===== config.mk =====
export PLATFORM = sky130hd
export DESIGN_NAME = serial_receiver
export DESIGN_NICKNAME = d
export VERILOG_FILES = /design/src/rtl/serial_receiver_pkg.sv /design/src/rtl/serial_receiver_bit_timer.sv /design/src/rtl/serial_receiver.sv
export SDC_FILE = /design/constraint.sdc
export NUM_CORES = 1
export LEC_CHECK = 0
export CAP_MARGIN = 20
export CELL_PAD_IN_SITES_DETAIL_PLACEMENT = 1
export CELL_PAD_IN_SITES_GLOBAL_PLACEMENT = 2
export CORE_MARGIN = 1.5
export CORE_UTILIZATION = 35
export CTS_CLUSTER_SIZE = 28
export DETAILED_ROUTE_END_ITERATION = 8
export MAX_ROUTING_LAYER = met4
export PLACE_DENSITY = 0.74
export SLEW_MARGIN = 5
export SYNTH_ARGS = -nofsm -noshare
export SYNTH_HDL_FRONTEND = slang
export SYNTH_SLANG_ARGS = --single-unit

===== constraint.sdc =====
create_clock -name clk -period 2.8 [get_ports clk]
set_clock_uncertainty 0.2 [all_clocks]
set_input_delay 0.56 -clock clk [delete_from_list [all_inputs] [get_ports clk]]
set_output_delay 0.56 -clock clk [all_outputs]
set_load 0.005 [all_outputs]

===== src/rtl/serial_receiver_pkg.sv =====
// Shared definitions for the serial receiver: FSM state encoding, default line rate
// and the even-parity helper used when SERIAL_RX_PARITY_EN is defined.
package serial_receiver_pkg;

    localparam int DEFAULT_CLK_DIV = 5208;

    typedef enum logic [2:0] {
        IDLE   = 3'd0,
        START  = 3'd1,
        DATA   = 3'd2,
        PARITY = 3'd3,
        STOP   = 3'd4,
        BREAK  = 3'd5
    } rx_state_t;

    // Even-parity bit: the value that makes the total count of ones even.
    function automatic logic even_parity(input logic [31:0] data);
        return ^data;
    endfunction

endpackage


===== src/rtl/serial_receiver_bit_timer.sv =====
// Free-running bit-period counter with synchronous clear; flags the middle and the
// last cycle of each bit period.
module serial_receiver_bit_timer
    import serial_receiver_pkg::*;
#(
    parameter int CLK_DIV = DEFAULT_CLK_DIV
) (
    input  logic clk,
    input  logic rst,
    input  logic clear,
    output logic mid_tick,
    output logic bit_tick
);

    localparam int CW = $clog2(CLK_DIV);
    localparam logic [CW-1:0] MID_COUNT  = CW'(CLK_DIV / 2 - 1);
    localparam logic [CW-1:0] LAST_COUNT = CW'(CLK_DIV - 1);

    logic [CW-1:0] count_r;

    // cycle counter, wraps at the end of each bit period
    always_ff @(posedge clk) begin
        if (rst) begin
            count_r <= '0;
        end else if (clear || (count_r == LAST_COUNT)) begin
            count_r <= '0;
        end else begin
            count_r <= count_r + CW'(1);
        end
    end

    assign mid_tick = (count_r == MID_COUNT);
    assign bit_tick = (count_r == LAST_COUNT);

endmodule


===== src/rtl/serial_receiver.sv =====
// UART-style receiver: 8N1 frames from an async line to a valid/ready byte stream.
// Define SERIAL_RX_PARITY_EN for 8E1 framing with a parity check.
module serial_receiver
    import serial_receiver_pkg::*;
#(
    parameter int CLK_DIV   = DEFAULT_CLK_DIV,
    parameter int DATA_BITS = 8
) (
    input  logic                 clk,
    input  logic                 rst,
    input  logic                 din,
    output logic [DATA_BITS-1:0] dout,
    output logic                 valid,
    input  logic                 ready,
    output logic                 frame_err,
    output logic                 overrun,
    output logic                 parity_err
);

    localparam int IW = (DATA_BITS > 1) ? $clog2(DATA_BITS) : 1;
    localparam logic [IW-1:0] LAST_IDX = IW'(DATA_BITS - 1);

    rx_state_t            state_r, state_s;
    logic                 sync1_r, sync2_r, s_din;
    logic [IW-1:0]        idx_r, idx_s;
    logic [DATA_BITS-1:0] shift_r, shift_s;
    logic                 mid_tick_s, bit_tick_s, clear_s;
    logic                 commit_s, frame_err_s, parity_err_s;
    logic [DATA_BITS-1:0] dout_r;
    logic                 valid_r, frame_err_r, overrun_r, parity_err_r;
`ifdef SERIAL_RX_PARITY_EN
    logic                 par_ok_r, par_ok_s;
`endif

    assign s_din = sync2_r;

    serial_receiver_bit_timer #(.CLK_DIV(CLK_DIV)) u_bit_timer (
        .clk      (clk),
        .rst      (rst),
        .clear    (clear_s),
        .mid_tick (mid_tick_s),
        .bit_tick (bit_tick_s)
    );

    // Frame sequencing. The timer is realigned at mid start bit so every later
    // sample lands on bit_tick, exactly one bit period apart.
    always_comb begin
        state_s      = state_r;
        idx_s        = idx_r;
        shift_s      = shift_r;
        clear_s      = 1'b0;
        commit_s     = 1'b0;
        frame_err_s  = 1'b0;
        parity_err_s = 1'b0;
`ifdef SERIAL_RX_PARITY_EN
        par_ok_s     = par_ok_r;
`endif
        case (state_r)
            IDLE: begin
                clear_s = 1'b1;
                if (!s_din) state_s = START;
                else        state_s = IDLE;
            end
            START: begin
                if (mid_tick_s) begin
                    clear_s = 1'b1;
                    idx_s   = '0;
                    if (!s_din) state_s = DATA;
                    else        state_s = IDLE;
                end else begin
                    state_s = START;
                end
            end
            DATA: begin
                if (bit_tick_s) begin
                    shift_s[idx_r] = s_din;
                    idx_s          = idx_r + IW'(1);
`ifdef SERIAL_RX_PARITY_EN
                    if (idx_r == LAST_IDX) state_s = PARITY;
`else
                    if (idx_r == LAST_IDX) state_s = STOP;
`endif
                    else                   state_s = DATA;
                end else begin
                    state_s = DATA;
                end
            end
`ifdef SERIAL_RX_PARITY_EN
            PARITY: begin
                if (bit_tick_s) begin
                    par_ok_s = (even_parity(32'(shift_r)) == s_din);
                    state_s  = STOP;
                end else begin
                    state_s = PARITY;
                end
            end
`endif
            STOP: begin
                if (bit_tick_s) begin
                    if (s_din) begin
`ifdef SERIAL_RX_PARITY_EN
                        if (par_ok_r) commit_s     = 1'b1;
                        else          parity_err_s = 1'b1;
`else
                        commit_s = 1'b1;
`endif
                        state_s = IDLE;
                    end else begin
                        frame_err_s = 1'b1;
                        state_s     = BREAK;
                    end
                end else begin
                    state_s = STOP;
                end
            end
            BREAK: begin
                if (s_din) state_s = IDLE;
                else       state_s = BREAK;
            end
            default: state_s = IDLE;
        endcase
    end

    // Line synchroniser and frame state registers.
    always_ff @(posedge clk) begin
        if (rst) begin
            sync1_r <= 1'b1;
            sync2_r <= 1'b1;
            state_r <= IDLE;
            idx_r   <= '0;
            shift_r <= '0;
`ifdef SERIAL_RX_PARITY_EN
            par_ok_r <= 1'b1;
`endif
        end else begin
            sync1_r <= din;
            sync2_r <= sync1_r;
            state_r <= state_s;
            idx_r   <= idx_s;
            shift_r <= shift_s;
`ifdef SERIAL_RX_PARITY_EN
            par_ok_r <= par_ok_s;
`endif
        end
    end

    // Output handshake: a commit into a still-held byte is dropped as an overrun.
    always_ff @(posedge clk) begin
        if (rst) begin
            dout_r       <= '0;
            valid_r      <= 1'b0;
            frame_err_r  <= 1'b0;
            overrun_r    <= 1'b0;
            parity_err_r <= 1'b0;
        end else begin
            frame_err_r  <= frame_err_s;
            parity_err_r <= parity_err_s;
            overrun_r    <= commit_s && valid_r && !ready;
            if (commit_s && (!valid_r || ready)) begin
                dout_r  <= shift_r;
                valid_r <= 1'b1;
            end else if (valid_r && ready) begin
                valid_r <= 1'b0;
            end else begin
                valid_r <= valid_r;
            end
        end
    end

    assign dout       = dout_r;
    assign valid      = valid_r;
    assign frame_err  = frame_err_r;
    assign overrun    = overrun_r;
    assign parity_err = parity_err_r;

endmodule


After elaboration in Yosys (flattened, before gate mapping)
Cells that the tools add are included.

$add $sub $neg: 2. $lt $le $gt $ge: 2. Equality and inequality tests: 9. Mux-type cells: 22. Bitwise operators: 2. Reductions and logical operators: 16.

Operators by type and width (count): two-way mux 3 bit (7); one-hot mux 3 bit (5 select lines) (1); adder 13 x 1 -> 13 bit, second input constant (1); equality test 13 x 12 -> 1 bit, second input constant (1); equality test 13 bit, second input constant (1); equality test 3 bit, second input constant (3); two-way mux 1 bit (9); bitwise mux 8 bit (1); one-hot mux 3 bit (2 select lines) (1); logical AND 1 bit (5); less-than comparator 3 x 4 -> 1 bit, second input constant (1); inequality test 2 bit, second input constant (2); nonzero test 2 bit (2); adder 3 x 1 -> 3 bit, second input constant (1); demux 1 bit (select 3 bit) (1); equality test 3 x 1 -> 1 bit, second input constant (1); equality test 3 x 2 -> 1 bit, second input constant (1); >= comparator 3 x 1 -> 1 bit, second input constant (1); zero test 3 bit (1); AND reduction 3 bit (1); OR reduction 3 bit (1); zero test 1 bit (2); logical OR 1 bit (2); two-way mux 2 bit (1); 4 further kinds (5).

Register bits after elaboration: 40. Input port bits: 4. Output and inout port bits: 12. Word-level logic and storage cells: 63.

Logic depth before layout (Yosys ltp)
Depth in word-level cells: 5. Mapped depth: 7. Depth with buffers taken out: 6.

Cells and area by module
From an unflattened synthesis, not the netlist that was laid out.

Cells, all modules: 183. Area total of the unflattened synthesis: 1866.8 µm².

By module, submodules not included: serial_receiver (instances 1, cells each 115, area each 1226.2 µm², seq. area each 540.5 µm²); serial_receiver_bit_timer (instances 1, cells each 68, area each 640.6 µm², seq. area each 260.2 µm²).

Least setup slack after synthesis
Ideal clock, no wire load.

Path type: reg2reg. Start point: reg u_bit_timer.count_r[0]. End point: reg shift_r[6]. Setup time: 0.129 ns. Data arrival time: 2.029 ns. Slack: 0.443 ns. Stages on the path, launching flop included: 8. Path through: dfxtp_1 ha_1 buf_2 or3b_1 or2_2 clkbuf_1 or4_1 mux2i_1.

Word-level cells in the longest chain between the ends: 2.

RTL lines: start: declaration (line serial_receiver_bit_timer.sv:19) `logic [CW-1:0] count_r;`; start signal: assignment (line serial_receiver_bit_timer.sv:28) `count_r <= count_r + CW'(1);`; equality test 13 bit (line serial_receiver_bit_timer.sv:33) `assign bit_tick = (count_r == LAST_COUNT);`; AND reduction 2 bit (no line); end signal: assignment (line serial_receiver.sv:140) `shift_r <= shift_s;`; end: declaration (line serial_receiver.sv:26) `logic [DATA_BITS-1:0] shift_r, shift_s;`.

No other way between the ends. A chain may end at the register's enable or synchronous reset.

Final worst setup path
Start point: reg u_bit_timer.count_r[0]. End point: reg dout_r[1] (netlist: dout[1]).

Word-level cells in the longest chain between the ends: 4.

RTL lines: equality test 13 bit (line serial_receiver_bit_timer.sv:33); two-way mux 1 bit (line serial_receiver.sv:99) `if (bit_tick_s) begin`; two-way mux 1 bit (line serial_receiver.sv:58) `case (state_r)`; logical AND 1 bit (line serial_receiver.sv:159) `if (commit_s && (!valid_r || ready)) begin`; end signal: assignment (line serial_receiver.sv:160) `dout_r <= shift_r;`; end: declaration (line serial_receiver.sv:29) `logic [DATA_BITS-1:0] dout_r;`.

No other way between the ends.

==> results by group <==
Clocking
  • Clock Sinks: 40
  • Post-CTS Setup Bufs: 0
  • Maximum clock path buffer count: 2
  • TritonCTS buffer count: 5
  • Clk_lat worst skew: 0.30 ns
  • H-tree depth: 2
  • # resized after CTS: 0
  • CTS Root Cell: clkbuf_8
  • CTS tree: yes
  • CTS clock-pin slew for the worst setup and hold paths: 0.09 ns
  • Hold Buf Count CTS: 0

Setup path
  • Worst Setup Path Type: reg2reg
  • CP Max Fanout: 8
  • Worst-path cell chain: ha_1 -> or4bb_1 -> nor3_1 -> and4_1 -> mux2i_1
  • Worst EP arrival: 2.51 ns
  • RR Startpoint: u_bit_timer.count_r[0]
  • Reg2reg setup slack: 0.31 ns
  • Worst Setup SP: u_bit_timer.count_r[0]
  • FF-to-FF path depth: 5
  • R2R Path End: dout[1]
  • Critical path launch point type: register
  • Crit-path slowest cell: and4_1
  • Setup crit end: dout[1]
  • Worst EP required: 2.82 ns
  • Worst setup EP type: register
  • Max incr delay on CP: 0.58 ns

Synth
  • Synthesized Nets: 217
  • Yosys cell types: 40
  • Syn Inst Count: 210
  • Synth Register Bits: 40
  • Avg Inst Size Synth: 8.979 um^2
  • Mapped Area: 1886 um^2
  • Seq/Total Area, Yosys: 0.4247
  • Post-synth EDFFs: 0
  • Warnings from Yosys: 0
  • Asr flop ratio synth: 0
  • Synth Flop Type: dfxtp_1

Timing
  • Final Setup Violations: 0
  • Pins over their slew limit: 0
  • Worst relative slew slack: 0.6405
  • Post-layout min period: 2.490 ns
  • Worst Tran Pin Value: 0.5343 ns
  • Unrepaired setup endpoints after global routing: no
  • Crit share post-route: 0.8892
  • Final hold vios: 0
  • FMAX: 401.7 MHz
  • Setup TNS: 0 ns

Die
  • Die W: 76.40 um
  • Core area: 5140 um^2
  • Starting Density: 0.3668
  • Standard-cell row count: 26
  • Ports: 16
  • Die area: 5837 um^2
  • Die H: 76.40 um

Final layout
  • Area growth syn-to-layout: 16.39%
  • Final Util: 0.4270
  • N_diodes: 0
  • Commonest cells after routing, fill and taps aside: dfxtp_1, nand2b_1, nor2_1
  • Most common cell after layout, fill and taps aside: dfxtp_1
  • Layout Nets: 226
  • Fillers: 638
  • Design area: 2195 um^2
  • Layout cells sized above 1: 0.08182
  • Multi-input gate area: 1007 um^2
  • Sequential Area: 800.8 um^2

Global routing
  • Pin count of the biggest net entering global routing: 16
  • Total Routing Usage GR: 0.1657
  • Initial antenna violation count: 0
  • First-pass GRT wire length: 7665 um
  • Grt ovf: 0
  • Number of global-route vias before repair: 1589

Place
  • IO buf count: 14
  • Cell area after placement: 2073 um^2
  • Final HPWL DP: 3004 um
  • Routability cong.: 0.8323

Outcome
  • Status: completed

Detailed routing
  • Routed vias/inst: 5.069
  • Post-route DRC: 0
  • Drt first-iter violations: 57
  • DRT Wirelength: 4252 um
  • DRT Pass-1 Iters: 4
  • Post-route ant nets: 0
  • Vias: 1470
  • Routed WL per cell: 14.66 um

Worst hold path
  • HP Class: reg2reg

Power
  • PD cells: 508.5 nW/um^2
  • Maximum vdd ir drop: 0.2654 mV
  • Leak pwr: 0.0006964 uW

Job
  • Max-Cap Viols: 0
## cells by family after synthesis
kind of cell / Yosys count / synth area share
mux: 17 / 0.09024
flops: 40 / 0.4247
simple gates: 103 / 0.3199
compound gates: 16 / 0.05110
other cells: 1 / 0.001989
buf+inv: 19 / 0.04114
fa+ha+maj: 3 / 0.01991
xor+xnor: 11 / 0.05110
## through the flow
step | setup slack (ns) | power [uW] | hold slack, ns | cells
floorplan | 0.4426 | 607.2 | 0.1895 | 210
global placement | 0.4619 | 614.9 | 0.1949 | 282
detailed placement | 0.3077 | 616.5 | 0.2132 | 282
CTS | 0.2811 | 1130 | 0.2364 | 290
global route | 0.1403 | 1154 | 0.2438 | 290
finish | 0.3104 | 1116 | 0.2247 | 290
## where the power goes
group          switching (uW)  internal, uW  leakage (uW)
Sequential               3.07           571      0.000323
Combinational            14.3          14.0      0.000312
Clock                     222           292     0.0000614
## worst min-delay path by stage
stage / from / endpoint / slack [ns] / cells after the start
6_report: sync1_r / s_din / 0.22 / 1
5_1_grt: sync1_r / s_din / 0.24 / 1
4_1_cts: sync1_r / s_din / 0.24 / 1
3_5_place_dp: sync1_r / s_din / 0.21 / 1
3_3_place_gp: sync1_r / s_din / 0.19 / 1
2_1_floorplan: sync1_r / s_din / 0.19 / 1
## cell type report
| cell class | count | share of cell area |
|---|---|---|
| tap | 70 | 0.03991 |
| clock inverter | 2 | 0.01767 |
| timing repair buffer | 17 | 0.07412 |
| sequential | 40 | 0.3649 |
| clock buffer | 6 | 0.03763 |
| inverter | 4 | 0.006842 |
| multi-input combinational | 151 | 0.4590 |
## worst max-delay path, delay by kind of cell (launching register included)
kind | cells | cell delay (ns)
and+or+nand+nor | 3 | 1.29
adders and majority gates | 1 | 0.31
muxes | 1 | 0.26
DFF | 1 | 0.36
## registers in the layout, indices dropped and copies added (netlist names)
| name | flops |
|---|---|
| state_r | 3 |
| sync1_r | 1 |
| u_bit_timer.count_r | 13 |
| overrun | 1 |
| shift_r | 8 |
| idx_r | 3 |
| s_din | 1 |
| dout | 8 |
| frame_err | 1 |
| valid | 1 |
## cell usage after synthesis, drive strengths merged (2+ instances only)
| library cell | count | area [um^2] |
|---|---|---|
| xor2 | 2 | 17.52 |
| o211ai | 2 | 15.01 |
| inv | 4 | 15.01 |
| xnor2 | 9 | 78.83 |
| a21oi | 8 | 40.04 |
| nor2 | 20 | 75.07 |
| or3b | 3 | 28.78 |
| nor4b | 2 | 17.52 |
| ha | 3 | 37.54 |
| nand4b | 3 | 26.28 |
| or2 | 5 | 31.28 |
| nand4 | 3 | 18.77 |
| nor3 | 9 | 45.04 |
| nor4 | 3 | 18.77 |
| nand3 | 14 | 70.07 |
| mux2i | 17 | 170.2 |
| or4bb | 2 | 22.52 |
| nand2 | 7 | 26.28 |
| nor4bb | 2 | 20.02 |
| o21ai | 2 | 10.01 |
| clkbuf | 11 | 41.29 |
| nor3b | 4 | 30.03 |
| nand2b | 20 | 125.1 |
| buf | 4 | 21.27 |
| dfxtp | 40 | 800.8 |
## routing by layer
layer,track usage,up-vias,part of all wire
li1,-,743,-
met1,0.2074,706,0.50
met2,0.2643,15,0.45
met3,0.03713,6,0.026
met4,0.05556,0,0.016
met5,-,-,0
Note: power is estimated with default switching activity, not from simulation.
